File: config.mk
export PLATFORM = sky130hd
export DESIGN_NAME = draw_region
export DESIGN_NICKNAME = d
export VERILOG_FILES = /design/src/rtl/draw_region.sv
export SDC_FILE = /design/constraint.sdc
export NUM_CORES = 1
export LEC_CHECK = 0
export BUFFER_PORTS_ARGS = -buffer_cell sky130_fd_sc_hd__buf_2
export CAP_MARGIN = 25
export CORE_UTILIZATION = 30
export CTS_CLUSTER_SIZE = 16
export DETAILED_ROUTE_END_ITERATION = 12
export GPL_TIMING_DRIVEN = 0
export PLACE_DENSITY = 0.5
export SETUP_SLACK_MARGIN = 0.4
export SLEW_MARGIN = 20
export SYNTH_ARGS = -nofsm -noshare
export SYNTH_HDL_FRONTEND = slang
export SYNTH_SLANG_ARGS = --single-unit
File: constraint.sdc
create_clock -name clock -period 5.7 [get_ports clock]
set_input_delay 0 -clock clock [delete_from_list [all_inputs] [get_ports clock]]
set_output_delay 0 -clock clock [all_outputs]
set_load 0.02 [all_outputs]
File: src/rtl/draw_region.sv
// draw_region: accepts one rectangle command per valid/ready handshake,
// clips it to the screen, starts the pixel writer over the clipped region
// and supplies the new colour for each pixel the writer visits.
//
// Ports:
//   clock, reset               posedge clock, async active-high reset
//   cmd_valid / cmd_ready      command handshake (ready only when idle)
//   cmd_x/y/w/h, cmd_colour    rectangle origin, size and draw colour
//   cmd_mode                   0 FILL, 1 XOR, 2 CHECKER, 3 BORDER
//   busy, done                 command in progress / 1-cycle completion pulse
//   screen_start               1-cycle writer start pulse
//   screen_x_min/y_min/x_range/y_range   clipped region for the writer
//   screen_x/y, old_screen_colour        pixel being written and its colour
//   new_screen_colour          colour to write (combinational)
//   screen_done                writer finished the region
module draw_region #(
  parameter int WIDTH       = 16,
  parameter int COLOUR_BITS = 3,
  parameter int SCREEN_W    = 320,
  parameter int SCREEN_H    = 240,
  parameter int CHECK_SHIFT = 3
) (
  input  logic                   clock,
  input  logic                   reset,
  input  logic                   cmd_valid,
  output logic                   cmd_ready,
  input  logic [WIDTH-1:0]       cmd_x,
  input  logic [WIDTH-1:0]       cmd_y,
  input  logic [WIDTH-1:0]       cmd_w,
  input  logic [WIDTH-1:0]       cmd_h,
  input  logic [COLOUR_BITS-1:0] cmd_colour,
  input  logic [1:0]             cmd_mode,
  output logic                   busy,
  output logic                   done,
  output logic                   screen_start,
  output logic [WIDTH-1:0]       screen_x_min,
  output logic [WIDTH-1:0]       screen_y_min,
  output logic [WIDTH-1:0]       screen_x_range,
  output logic [WIDTH-1:0]       screen_y_range,
  input  logic [WIDTH-1:0]       screen_x,
  input  logic [WIDTH-1:0]       screen_y,
  input  logic [COLOUR_BITS-1:0] old_screen_colour,
  output logic [COLOUR_BITS-1:0] new_screen_colour,
  input  logic                   screen_done
);

  localparam logic [1:0] M_FILL = 2'd0, M_XOR = 2'd1, M_CHECKER = 2'd2, M_BORDER = 2'd3;
  localparam logic [WIDTH:0] SW_EXT = (WIDTH+1)'(SCREEN_W);
  localparam logic [WIDTH:0] SH_EXT = (WIDTH+1)'(SCREEN_H);

  typedef enum logic [1:0] {S_IDLE, S_CLIP, S_START, S_WAIT} state_t;
  state_t state, state_nxt;

  logic [WIDTH-1:0]       lx, ly, lw, lh;
  logic [COLOUR_BITS-1:0] lcol;
  logic [1:0]             lmode;

  // Clip at WIDTH+1 bits so origin+size never wraps.
  logic [WIDTH:0]   sum_x, sum_y, end_x, end_y;
  logic [WIDTH-1:0] rng_x, rng_y;
  logic             empty;

  always_comb begin
    sum_x = {1'b0, lx} + {1'b0, lw};
    sum_y = {1'b0, ly} + {1'b0, lh};
    end_x = (sum_x > SW_EXT) ? SW_EXT : sum_x;
    end_y = (sum_y > SH_EXT) ? SH_EXT : sum_y;
    rng_x = WIDTH'(end_x - {1'b0, lx});
    rng_y = WIDTH'(end_y - {1'b0, ly});
    empty = ({1'b0, lx} >= SW_EXT) || ({1'b0, ly} >= SH_EXT) ||
            (lw == '0) || (lh == '0);
  end

  always_ff @(posedge clock or posedge reset) begin
    if (reset) state <= S_IDLE;
    else       state <= state_nxt;
  end

  always_comb begin
    state_nxt    = state;
    cmd_ready    = 1'b0;
    busy         = 1'b1;
    screen_start = 1'b0;
    case (state)
      S_IDLE: begin
        cmd_ready = 1'b1;
        busy      = 1'b0;
        if (cmd_valid) state_nxt = S_CLIP;
      end
      S_CLIP:  state_nxt = empty ? S_IDLE : S_START;
      S_START: begin
        screen_start = 1'b1;
        state_nxt    = S_WAIT;
      end
      S_WAIT:  if (screen_done) state_nxt = S_IDLE;
      default: state_nxt = S_IDLE;
    endcase
  end

  always_ff @(posedge clock or posedge reset) begin
    if (reset) begin
      lx <= '0; ly <= '0; lw <= '0; lh <= '0;
      lcol <= '0; lmode <= '0;
      screen_x_min <= '0; screen_y_min <= '0;
      screen_x_range <= '0; screen_y_range <= '0;
      done <= 1'b0;
    end else begin
      // done lands in the cycle the FSM is back in IDLE, so ready and done coincide.
      done <= ((state == S_CLIP) && empty) || ((state == S_WAIT) && screen_done);
      if ((state == S_IDLE) && cmd_valid) begin
        lx <= cmd_x; ly <= cmd_y; lw <= cmd_w; lh <= cmd_h;
        lcol <= cmd_colour; lmode <= cmd_mode;
      end
      if ((state == S_CLIP) && !empty) begin
        screen_x_min   <= lx;
        screen_y_min   <= ly;
        screen_x_range <= rng_x;
        screen_y_range <= rng_y;
      end
    end
  end

  // Pixel colour
  logic [WIDTH-1:0] x_last, y_last, cell_x, cell_y;
  logic             on_edge, cell_odd;

  always_comb begin
    x_last   = screen_x_min + screen_x_range - WIDTH'(1);
    y_last   = screen_y_min + screen_y_range - WIDTH'(1);
    on_edge  = (screen_x == screen_x_min) || (screen_x == x_last) ||
               (screen_y == screen_y_min) || (screen_y == y_last);
    cell_x   = screen_x >> CHECK_SHIFT;
    cell_y   = screen_y >> CHECK_SHIFT;
    cell_odd = cell_x[0] ^ cell_y[0];
    new_screen_colour = lcol;
    case (lmode)
      M_FILL:    new_screen_colour = lcol;
      M_XOR:     new_screen_colour = old_screen_colour ^ lcol;
      M_CHECKER: new_screen_colour = cell_odd ? old_screen_colour : lcol;
      M_BORDER:  new_screen_colour = on_edge ? lcol : old_screen_colour;
      default:   new_screen_colour = lcol;
    endcase
  end

endmodule

Word level (Yosys, flattened, before mapping)
Cells that the tools add are included.
{"block": "op_classes", "add_sub_neg": 8, "mul": 0, "n_div": 0, "magnitude_cmp": 4, "eq_ne": 12, "n_shift": 0, "muxes": 12, "n_bitwise": 2, "reduce_logical": 17}
{"operator": "== test 16 bit", "count": 4}
{"operator": "adder 16 x 16 -> 17 bit", "count": 2}
{"operator": "adder 16 bit", "count": 2}
{"operator": "zero test 16 bit", "count": 2}
{"operator": "two-way mux 16 bit", "count": 2}
{"operator": "subtractor 16 x 1 -> 16 bit, second input constant", "count": 2}
{"operator": "subtractor 16 bit", "count": 2}
{"operator": "greater-than comparator 17 x 8 -> 1 bit, second input constant", "count": 1}
{"operator": "greater-than comparator 17 x 9 -> 1 bit, second input constant", "count": 1}
{"operator": ">= comparator 16 x 8 -> 1 bit, second input constant", "count": 1}
{"operator": ">= comparator 16 x 9 -> 1 bit, second input constant", "count": 1}
{"operator": "one-hot mux 3 bit (4 select lines)", "count": 1}
{"operator": "== test 2 bit, second input constant", "count": 4}
{"operator": "one-hot mux 2 bit (4 select lines)", "count": 1}
{"operator": "logical OR 1 bit", "count": 7}
{"operator": "two-way mux 2 bit", "count": 3}
{"operator": "two-way mux 3 bit", "count": 2}
{"operator": "== test 2 x 1 -> 1 bit, second input constant", "count": 2}
{"operator": "logical AND 1 bit", "count": 4}
{"operator": "zero test 2 bit", "count": 2}
{"operator": "!= test 2 bit, second input constant", "count": 2}
{"operator": "two-way mux 1 bit", "count": 3}
{"operator": "XOR 3 bit", "count": 1}
{"operator": "AND reduction 2 bit", "count": 1}
{"operator": "2 further kinds", "count": 2}
{"block": "word_totals", "regBits": 136, "latch_bits": 0, "ramBits": 0, "rom_bits": 0, "in_bits": 108, "output_inout_bits": 71, "elab_cells": 67, "memories": 0}

Longest topological paths before layout
Gate-level depths: netlist of run 1.
{"block": "logic_depth", "ltp_word": 8, "depth_mapped": 22, "ltp_nobuf": 22}

Worst setup path before layout of run 1
OpenSTA, ideal clock, no wires.
{"block": "synth_timing", "kind": "register -> register", "start": "register lw[0]", "end": "register screen_x_range[14]", "setup_time_ns": 0.135, "arrival_ns": 5.047, "t_required_ns": 5.565, "slack_ns": 0.518, "path_stages_with_launch": 23, "n_path_buf": 0, "period_less_slack_ns": 5.182, "cell_sequence": "dfrtp_1 ha_1 fa_1 a211oi_2 o31ai_1 o31ai_2 o211ai_1 a211o_1 a2111o_1 or3_1 nor2_1 ha_1 a21o_1 a21o_1 a21o_1 a21oi_1 o21bai_1 a21o_1 a41oi_1 a21oi_1 a21oi_1 xor2_1 o21ai_0"}
{"block": "synth_via", "elab_chain_len": 5, "elab_cells_between_ends": 9, "classes_between": "add/sub: 2; order compare: 1; mux: 1; reduce/logical: 5"}
{"item": "start: declaration", "line": "54", "text": "logic [WIDTH-1:0] lx, ly, lw, lh;"}
{"item": "start signal: assignment", "line": "111", "text": "lx <= cmd_x; ly <= cmd_y; lw <= cmd_w; lh <= cmd_h;"}
{"item": "branches (longest 5 deep; another with adder 16 x 16 -> 17 bit)"}
{"item": "end signal: assignment", "line": "117", "text": "screen_x_range <= rng_x;"}
{"item": "end: declaration", "line": "38", "text": "output logic [WIDTH-1:0] screen_x_range,"}
Parallel ways; which one is timed is not known.
A chain may end at the register's enable or synchronous reset.

Worst setup path in the final report of run 1
Same ends and word-level chain as after synthesis.

==> results of run 1 <==
==> sequential cells by signal, summed over array words and instances (netlist names), named ones only <==
signal,count
done,1
lcol,3
lh,16
lmode,2
lw,16
lx,16
ly,16
screen_x_min,16
screen_x_range,16
screen_y_min,16
screen_y_range,16
state,1
==> through the flow <==
step	util (%)	TNS, ns	worst slack [ns]	hold slack (ns)
finish	39.74	0	0.5374	0.1435
floorplan	-	0	0.5180	0.1168
CTS	39.21	0	0.3806	0.1421
global route	39.74	0	0.3286	0.1789
detailed placement	35.06	-0.6342	-0.2971	0.07071
global placement	34.95	-0.4954	-0.2504	0.2023
==> worst max-delay path: cells and delay by family, from the launching register on <==
kind	cells	cell delay, ns
compound gates	16	2.98
xor+xnor	1	0.19
fa+ha+maj	3	0.82
flops	1	0.44
simple gates	2	0.57
==> metal layers <==
metal / vias to the layer above / wire, µm / GRT usage [%]
met1: 4647 / 16540 / 25.07
met3: 24 / 1039 / 2.296
met2: 180 / 15840 / 29.80
met4: 0 / 436 / 5.056
met5: - / 0 / 0
li1: 5067 / - / -
==> timing repair <==
item                                    in CTS  in global routing
hold buffers                                73                  0
endpoints found under the setup margin      12                 10
pin swaps                                   11                 25
buffers inserted                             8                  7
endpoints found under the hold margin      132                  0
resized for setup                           15                 33
==> cell families (layout without fill, tap and decap cells) <==
group,count (synthesis),after routing,share of synthesized area [%]
AO/OA/AOI/OAI,329,329,18.74
XOR/XNOR,128,128,10.16
adder cells (fa/ha/maj),125,125,14.58
buffers and inverters,204,503,6.936
flip-flops,136,136,30.83
multiplexers,50,50,5.044
other,1,13,0.03397
AND/OR/NAND/NOR,313,313,13.69
==> final cells by class <==
type	count	area, µm²
fillers	3689	21640
multi-input cells	958	7094
flip-flops and latches	136	3407
repair buffers	268	1770
inverters	172	653.1
well taps	461	576.8
clock buffers	25	515.5
clock inverters	6	135.1
plain buffers	32	120.1
==> report_power, final <==
group	switching [mW]	total [mW]	internal, mW
Clock	0.424	1.22	0.800
Sequential	0.0962	1.15	1.05
Combinational	0.823	1.49	0.664
Total	1.34	3.86	2.52
==> how the worst max path moves through the flow <==
| stage | startpoint | endpoint | slack [ns] | cells past startpoint |
|---|---|---|---|---|
| after floorplan | lw[0]$_DFFE_PP0P_ | screen_x_range[14]$_DFFE_PP0P_ | 0.52 | 22 |
| after global placement | ly[0]$_DFFE_PP0P_ | screen_y_range[14]$_DFFE_PP0P_ | -0.25 | 21 |
| after detailed placement | ly[0]$_DFFE_PP0P_ | screen_y_range[14]$_DFFE_PP0P_ | -0.30 | 21 |
| after CTS | ly[0]$_DFFE_PP0P_ | screen_y_range[14]$_DFFE_PP0P_ | 0.38 | 22 |
| after global routing | lw[0]$_DFFE_PP0P_ | screen_x_range[14]$_DFFE_PP0P_ | 0.33 | 22 |
| final | lw[0]$_DFFE_PP0P_ | screen_x_range[14]$_DFFE_PP0P_ | 0.54 | 22 |
==> cells in the final DEF, fill, tap and decap left out, types with 14 or more instances in the layout <==
cell type and instances:
dfrtp_1 133, xor2_1 34, nand4_1 21, buf_2 179, nor3_1 18, nor4_1 22, o21ai_0 112, xnor2_1 93
clkbuf_16 17, inv_1 171, clkbuf_1 34, buf_4 14, nand2_1 122, nand3_1 18, a21o_1 31, ha_1 116
mux2_2 45, a21oi_1 73, nor2_1 52, dlygate4sd3_1 73
==> results.md, run 1 <==
- Status: complete, no violations
- Htree depth: 4
- Crit-path max cell delay: roughly 0.46 ns
- Startpoint types: flip-flop
- Final Hold Vio Count: 0
- Slew margin rel.: 30.28%
- Die Footprint: ~38000 µm²
- VDD IR max: 0.2088 mV
- Part of the Yosys area used for sequential elements: about 31%
- List of most frequent post-synthesis cells: inv_1 (172), dfrtp_1 (136), nand2_1 (122)
- Core area: 35910 µm²
- DR WL/cell: 16.45 µm
- WL final: 33860 µm
- Synth Area per Inst: about 8.6 µm²
- Cell taking the most area after synthesis: dfrtp_1
- Worst path most repeated cell: a21o_1
- Crit path kind: reg2reg
- Clk slew on worst S/H paths: 0.06 ns
- Mapped Cells: ~1300
- CP arrival: between 5 and 6 ns
- GRT Resource Usage Total: 18.18%
- Final Setup Violations: 0
- Cell Area, Synth: 11040 µm²
- Router iterations before antenna repair: 4
- Synth area leaders: dfrtp_1 (31%), ha_1 (13%), xnor2_1 (7.5%)
- Worst r2r dst: screen_x_range[14]$_DFFE_PP0P_
- Max Cap Viol: 0
- Starting Density: a little under a third
- Post-synth ARST share: between 90% and 100%
- Max Root-Sink Buffers: 2
- Later-pin clock latency in the skew report: roughly 0.44 ns
- Design Area, Final: 14270 µm²
- Ys flop type: dfrtp_1
- Slew @ Worst Pin: about 1.0 ns
- Total CTS buffers: 17
- Unique masters post-synth: 66
- PwrDens: 270.6 nW/µm²
- Fraction of layout cells with a size suffix above 1: approximately a fifth
- Largest net degree at the start of global routing: 77
- Crit path cell chain: ha_4, fa_2, a211oi_4, o31ai_4, o31ai_4, o211ai_1, a211o_1, a2111o_1, or3_4, nor2_4, ha_4, a21o_1, a21o_1, a21o_1, a21oi_2, o21bai_1, a21o_1, a41oi_2, a21oi_2, a21oi_2, xor2_1, o21ai_1
- GPL Wtd Cong: a little under 0.9
- Chip height: 193.8 µm
- ANT nets after route: 0
- Clock Tree Root: clkbuf_16
- Num rows: between 60 and 70
- Endpoint class of the critical path: flip-flop
- Maximum clock frequency: approximately 190 MHz
- Worst Hold Class: in2async
- Pins over their slew limit: 0
- DR vias: about 9900
- Number of I/O port buffers: approximately 180
- CP max FO: 4
- Count leader, synth: inv_1
- Post-synth top area share: between 30 and 40%
- DRT iter0 DRCs: 510
- Reg2Reg Depth: 22
- Worst path slowest cell: a2111o_1
- Unrepaired setup endpoints after global routing: yes
- Leakage: about 6.7 nW
- Area after DPL: around 13000 µm²
- Area growth from synthesis to layout: 29.29%
- Worst EP required: ~6.0 ns
- Vias in the first global route: around 9900
- CTS tree: yes
- Die width: about 190 µm
- Vias per cell: between 4 and 5
- Final worst path period share: 90.57%
- DRC viols: 0
- Global route overflow: 0
- Dpl hpwl: 27460 µm
- Non-Filler Instances: 2058
- Clk sinks: 136
- Crit path time final: between 5 and 6 ns
- I/O pins: 179
- Initial antenna violation count: 0
- N_diodes: 0
- Dpl cells: 1939
- Flop2flop setup slack: 0.54 ns
- Post-synth EDFFs: 0
- First-pass GRT wire length: roughly 54000 µm
- Post-synthesis register bit count: approximately 140
- Synth warn: 0
- FF-to-FF Start: lw[0]$_DFFE_PP0P_
- Nets: about 1800
- Worst Skew: roughly 0.011 ns
- Final Total Pwr: slightly below 4 mW
(Power assumes the default switching activity.)
==> run 2: changes to the inputs <==
==> constraint.sdc (replaced) <==
create_clock -name clock -period 5.7 [get_ports clock]
set_input_delay 1.14 -clock clock [delete_from_list [all_inputs] [get_ports clock]]
set_output_delay 1.14 -clock clock [all_outputs]
set_load 0.02 [all_outputs]
==> run 2 against run 1 <==
Combinational power is essentially flat. Non-clock buffer count shrank 70. Hold slack gained 0.36 ns. Count of clock-buffer cells in the layout is the same. First-iteration DRC count grew 0.98%. Routed wire length shrank 1.3%. Via count shrank 2.8%. Power shrank 0.67%. Largest cell class unchanged.
==> results.md, run 2 (synthesized netlist as in run 1, its figures left out) <==
- Vias per cell: 4.851
- Crit path time final: 5.153 ns
- Crit path cell chain: ha_4, fa_2, a211oi_4, o31ai_4, o31ai_4, o211ai_1, a211o_1, a2111o_1, or3_4, nor2_4, ha_4, a21o_1, a21o_1, a21o_1, a21oi_2, o21bai_1, a21o_1, a41oi_2, a21oi_2, a21oi_2, xor2_1, o21ai_1
- CP max FO: 4
- DRT iter0 DRCs: between 500 and 600
- Worst r2r dst: screen_x_range[14]$_DFFE_PP0P_
- Fin Hold WS: 0.5068 ns
- Chip height: 193.8 µm
- Num rows: ~70
- Slew margin rel.: 38.33%
- I/O pins: roughly 180
- PwrDens: 280.5 nW/µm²
- Hold Path Stages: 2
- Unrepaired setup endpoints after global routing: yes
- Fraction of layout cells with a size suffix above 1: ~22%
- Post-CTS Hold Buffers: 0
- Initial antenna violation count: 0
- Worst hold path endpoint: screen_y_range[8]$_DFFE_PP0P_
- Maximum clock frequency: ~190 MHz
- N_diodes: 0
- Endpoint class of the critical path: flip-flop
- CP arrival: between 5 and 6 ns
- Critical Path Start: lw[0]$_DFFE_PP0P_
- ANT nets after route: 0
- Most frequent cells in the layout: buf_2 (179), inv_1 (171), dfrtp_1 (130)
- Core area: 35910 µm²
- CTS tree: yes
- Commonest non-fill, non-tap cell in the layout: buf_2
- Later-pin clock latency in the skew report: about 0.44 ns
- Filler cells: between 3000 and 4000
- VDD IR max: 0.2068 mV
- Die width: 193.8 µm
- Worst Skew: 0.01750 ns
- Crit path kind: reg2reg
- Clk slew on worst S/H paths: 0.06 ns
- FF-to-FF Start: lw[0]$_DFFE_PP0P_
- Final worst path period share: 90.41%
- GPL Wtd Cong: around 0.87
- Clock Tree Root: clkbuf_16
- Max Cap Viol: 0
- Slew @ Worst Pin: 0.9250 ns
- Reg2Reg Depth: 22
- Startpoint types: flip-flop
- Total CTS buffers: 17
- Area growth from synthesis to layout: 23.86%
- Worst path slowest cell: a2111o_1
- Worst slack, placed: -0.2971 ns
- WL final: about 33000 µm
- Worst Hold Class: reg2reg
- Worst path most repeated cell: a21o_1
- Largest net degree at the start of global routing: just under 80
- Final worst slack: ~0.55 ns
- First-pass GRT wire length: about 53000 µm
- Global route overflow: 0
- Die Footprint: roughly 38000 µm²
- Number of I/O port buffers: approximately 180
- Final Setup Violations: 0
- Final Hold Vio Count: 0
- Crit-path max cell delay: roughly 0.45 ns
- DR WL/cell: 16.81 µm
- Max Root-Sink Buffers: 2
- Leakage: approximately 6.5 nW
- Hold wc startpoint: screen_y_range[8]$_DFFE_PP0P_
- Status: complete, no violations
- Clk sinks: between 100 and 150
- Design Area, Final: 13670 µm²
- Flop2flop setup slack: ~0.55 ns
- Starting Density: 30.74%
- Area after DPL: about 13000 µm²
- Vias in the first global route: around 9600
- GRT Resource Usage Total: around 18%
- Router iterations before antenna repair: 4
- Pins over their slew limit: 0
- DRC viols: 0
- Worst EP required: ~6 ns
- Htree depth: 4
- Dpl hpwl: about 27000 µm
- Nets: ~1700
- DR vias: between 9000 and 10000
- Final Total Pwr: approximately 3.8 mW
run 2: cell count changes in the layout (fill, tap and decap cells not counted), sizes merged:
cell / change
dlygate4sd3: -73
buf: +3
run 2: timing repair:
item,CTS,global route
resized for setup,23,51
setup buffers,10,8
endpoints found under the setup margin,15,13
hold endpoints to repair,0,0
pin swaps,16,40
run 2: layer usage:
| metal | GRT usage, % | vias to the layer above | wire (µm) |
|---|---|---|---|
| met5 | 0 | - | 0 |
| met4 | 4.938 | 0 | 503 |
| met1 | 24.85 | 4504 | 16370 |
| met2 | 28.89 | 186 | 15340 |
| met3 | 2.714 | 27 | 1222 |
| li1 | - | 4926 | - |
run 2: final cells by class:
| class | instances | area (µm²) | share of cell area (%) |
|---|---|---|---|
| sequential | 136 | 3411 | 24.95 |
| buffer | 32 | 120.1 | 0.8785 |
| inverter | 172 | 653.1 | 4.777 |
| tap | 461 | 576.8 | 4.219 |
| clock inverter | 6 | 135.1 | 0.9883 |
| multi-input combinational | 958 | 7199 | 52.65 |
| timing repair buffer | 198 | 1062 | 7.769 |
| clock buffer | 25 | 515.5 | 3.770 |
run 2: stage by stage:
step / instances / util [%] / TNS (ns)
4_1_cts: 1980 / 37.35 / 0
2_1_floorplan: 1298 / - / 0
3_3_place_gp: 1937 / 34.95 / -143.34
5_1_grt: 1988 / 38.07 / 0
3_5_place_dp: 1939 / 35.06 / -0.6342
6_report: 1988 / 38.07 / 0
run 2: critical path: cells and delay by family (launching register included):
kind	cells	cell delay, ns
simple gates	2	0.57
fa+ha+maj	3	0.82
flops	1	0.44
compound gates	16	2.97
xor+xnor	1	0.19
run 2: where the power goes:
group	internal [mW]	leakage, nW	switching [mW]
logic	0.636	4.48	0.828
registers	1.05	1.67	0.0959
clock network	0.800	0.312	0.422
total	2.49	6.46	1.35
run 2: worst max-delay path by stage:
stage                     slack [ns]                              to  cells after the start
after floorplan                 0.52  screen_x_range[14]$_DFFE_PP0P_                     22
after global placement         -1.07    screen_x_min[10]$_DFFE_PP0P_                      2
after detailed placement       -0.30  screen_y_range[14]$_DFFE_PP0P_                     21
after CTS                       0.38  screen_y_range[14]$_DFFE_PP0P_                     22
after global routing            0.33  screen_x_range[14]$_DFFE_PP0P_                     22
final                           0.55  screen_x_range[14]$_DFFE_PP0P_                     22
==> run 3: changes to the inputs <==
--- a/config.mk
+++ b/config.mk
@@ -12,6 +12,7 @@
 export DETAILED_ROUTE_END_ITERATION = 12
 export GPL_TIMING_DRIVEN = 0
 export PLACE_DENSITY = 0.5
+export REMOVE_ABC_BUFFERS = 1
 export SETUP_SLACK_MARGIN = 0.4
 export SLEW_MARGIN = 20
 export SYNTH_ARGS = -nofsm -noshare
==> constraint.sdc (replaced) <==
create_clock -name clock -period 6.5 [get_ports clock]
set_input_delay 1.3 -clock clock [delete_from_list [all_inputs] [get_ports clock]]
set_output_delay 1.3 -clock clock [all_outputs]
set_load 0.02 [all_outputs]
==> run 3 against run 2 <==
Power shrank 19%. Routed wire length shrank 4.3%. Core utilization shrank 1.4 points. Setup slack gained 0.22 ns. Clock power shrank 27%. Hold slack lost 0.0050 ns. Largest power group unchanged. Highest routed layer unchanged.
==> results.md, run 3 (synthesized netlist as in run 1, its figures left out) <==
- Worst slack, placed: 0.4137 ns
- Fraction of layout cells with a size suffix above 1: about a fifth
- Crit path time final: between 5 and 6 ns
- Initial antenna violation count: 0
- Die width: roughly 190 µm
- Setup_tns: 0 ns
- Max Root-Sink Buffers: 2
- Commonest non-fill, non-tap cell in the layout: buf_2
- DR WL/cell: between 15 and 20 µm
- Family with the most delay on the worst path: compound AO/OA/AOI/OAI gates
- Worst Skew: 0.01480 ns
- VDD IR max: approximately 0.18 mV
- Max Cap Viol: 0
- Worst hold path endpoint: screen_y_range[4]$_DFFE_PP0P_
- Die Footprint: roughly 38000 µm²
- Global route overflow: 0
- N_diodes: 0
- Endpoint class of the critical path: flip-flop
- CTS tree: yes
- DRT iter0 DRCs: 417
- Clk slew on worst S/H paths: around 0.070 ns
- Number of I/O port buffers: 178
- Chip height: between 150 and 200 µm
- Htree depth: 4
- Dpl cells: approximately 1900
- Largest net degree at the start of global routing: 94
- CP max FO: 7
- Vias in the first global route: approximately 9000
- Unrepaired setup endpoints after global routing: no
- Final Setup Violations: 0
- Total CTS buffers: 17
- Buf/Inv on CP: 1
- Later-pin clock latency in the skew report: between 0.4 and 0.5 ns
- WL final: between 30000 and 40000 µm
- Clk sinks: ~140
- FF-to-FF Start: ly[0]$_DFFE_PP0P_
- Hold wc startpoint: screen_y_range[4]$_DFFE_PP0P_
- Startpoint types: flip-flop
- GPL Wtd Cong: 0.8499
- ANT nets after route: 0
- Reg2Reg Depth: 22
- Slew @ Worst Pin: roughly 0.9 ns
- PwrDens: approximately 240 nW/µm²
- WL met1: between 15000 and 20000 µm
- Post-CTS Hold Buffers: 0
- CP arrival: a little over 6 ns
- Routed length on met3: between 900 and 1000 µm
- First-pass GRT wire length: 50450 µm
- Vias per cell: between 4 and 5
- Crit-path max cell delay: 0.54 ns
- Final Util: between 30% and 40%
- Maximum clock frequency: 174.4 MHz
- DRC viols: 0
- DR vias: roughly 9500
- Router iterations before antenna repair: 5
- Worst path most repeated cell: o21ai_0
- Worst r2r dst: screen_y_range[14]$_DFFE_PP0P_
- Final Total Pwr: between 3 and 4 mW
- Worst path slowest cell: or4_4
- Dpl hpwl: approximately 26000 µm
- Crit path cell chain: ha_1, fa_1, a211oi_1, o21bai_1, a211oi_2, o311ai_1, or4_4, nor4_4, buf_4, and2_1, ha_1, nor2b_1, o21ai_1, a21boi_0, o21ai_0, a21oi_1, o21ai_0, a21oi_1, or3_1, a31oi_1, xor2_1, o21ai_0
- Area growth from synthesis to layout: 19.34%
- Nets: 1707
- Crit path kind: reg2reg
- Starting Density: a little under a third
- Worst Hold Class: reg2reg
- DR WL met2: between 10000 and 15000 µm
- Core area: 35910 µm²
- GRT Resource Usage Total: approximately 17%
- Num rows: 69
- Final Hold Vio Count: 0
- Clock Tree Root: clkbuf_16
- Worst EP required: between 6 and 7 ns
- Status: complete, no violations
- Final worst slack: ~0.77 ns
- I/O pins: 179
- Leakage: ~6.3 nW
- Slew margin rel.: between 40% and 50%
- Pins over their slew limit: 0
- Final worst path period share: between 80% and 90%
- Flop2flop setup slack: 0.77 ns
- Hold Path Stages: 2
- Top sig layer: met4
- Most frequent cells in the layout: buf_2 (178), inv_1 (171), dfrtp_1 (136)
- Non-Filler Instances: ~1900
==> run 3: cell types whose count changed in the layout (fill, tap and decap cells not counted), moves of 4 or more <==
cell / before / now
clkbuf_1: 34 / 4
buf_4: 17 / 7
o21ai_0: 107 / 116
a21oi_1: 71 / 79
a21oi_2: 9 / 1
clkinv_2: 0 / 8
dfrtp_1: 130 / 136
dfrtp_2: 6 / 0
clkbuf_8: 6 / 1
fa_1: 1 / 6
fa_2: 5 / 0
o21ai_1: 8 / 3
bufinv_16: 4 / 0
nor4_1: 18 / 22
==> run 3: how the worst max path moves through the flow <==
stage                      startpoint                              to  slack (ns)  cells after the start
floorplan           lw[0]$_DFFE_PP0P_  screen_x_range[14]$_DFFE_PP0P_        1.24                     22
global placement    ly[9]$_DFFE_PP0P_  screen_x_range[11]$_DFFE_PP0P_       -1.36                      6
detailed placement  ly[0]$_DFFE_PP0P_  screen_y_range[14]$_DFFE_PP0P_        0.41                     21
CTS                 ly[0]$_DFFE_PP0P_  screen_y_range[14]$_DFFE_PP0P_        0.42                     21
global route        lw[0]$_DFFE_PP0P_  screen_x_range[14]$_DFFE_PP0P_        0.40                     22
finish              ly[0]$_DFFE_PP0P_  screen_y_range[14]$_DFFE_PP0P_        0.77                     22
==> run 3: through the flow <==
stage	hold WS, ns	area, µm²
global route	0.5397	13170
detailed placement	0.4955	12570
global placement	0.4880	12430
floorplan	0.4998	10960
CTS	0.5096	13080
finish	0.5018	13170
==> run 3: cell type report <==
cell class | instances | area [µm²]
well taps | 461 | 576.8
fillers | 3778 | 22740
inverters | 172 | 653.1
clock buffers | 22 | 454.2
flip-flops and latches | 136 | 3403
multi-input cells | 958 | 6990
repair buffers | 189 | 1041
clock inverters | 10 | 55.05
==> run 3: worst reg2reg max path: cells and delay by family, from the launching register on <==
| family | cells | cell delay, ns |
|---|---|---|
| compound gates | 12 | 2.30 |
| fa+ha+maj | 3 | 0.99 |
| buf+inv | 1 | 0.18 |
| flops | 1 | 0.47 |
| xor+xnor | 1 | 0.18 |
| simple gates | 5 | 1.51 |
==> run 3: power breakdown <==
group | internal, mW | switching [mW]
Clock | 0.492 | 0.404
Combinational | 0.521 | 0.686
Sequential | 0.923 | 0.0892
Total | 1.94 | 1.18
==> run 3: what timing repair did <==
item / 4_1_cts / 5_1_grt
buffers inserted: 0 / 5
cloned: 0 / 0
gates resized for setup: 1 / 9
pin swaps: 1 / 4
setup endpoints to repair: 3 / 8
==> run 3: layer usage <==
metal | vias up | global-route usage, %
li1 | 4850 | -
met3 | 24 | 2.453
met2 | 182 | 25.97
met5 | - | 0
met4 | 0 | 5.585
met1 | 4399 | 24.96
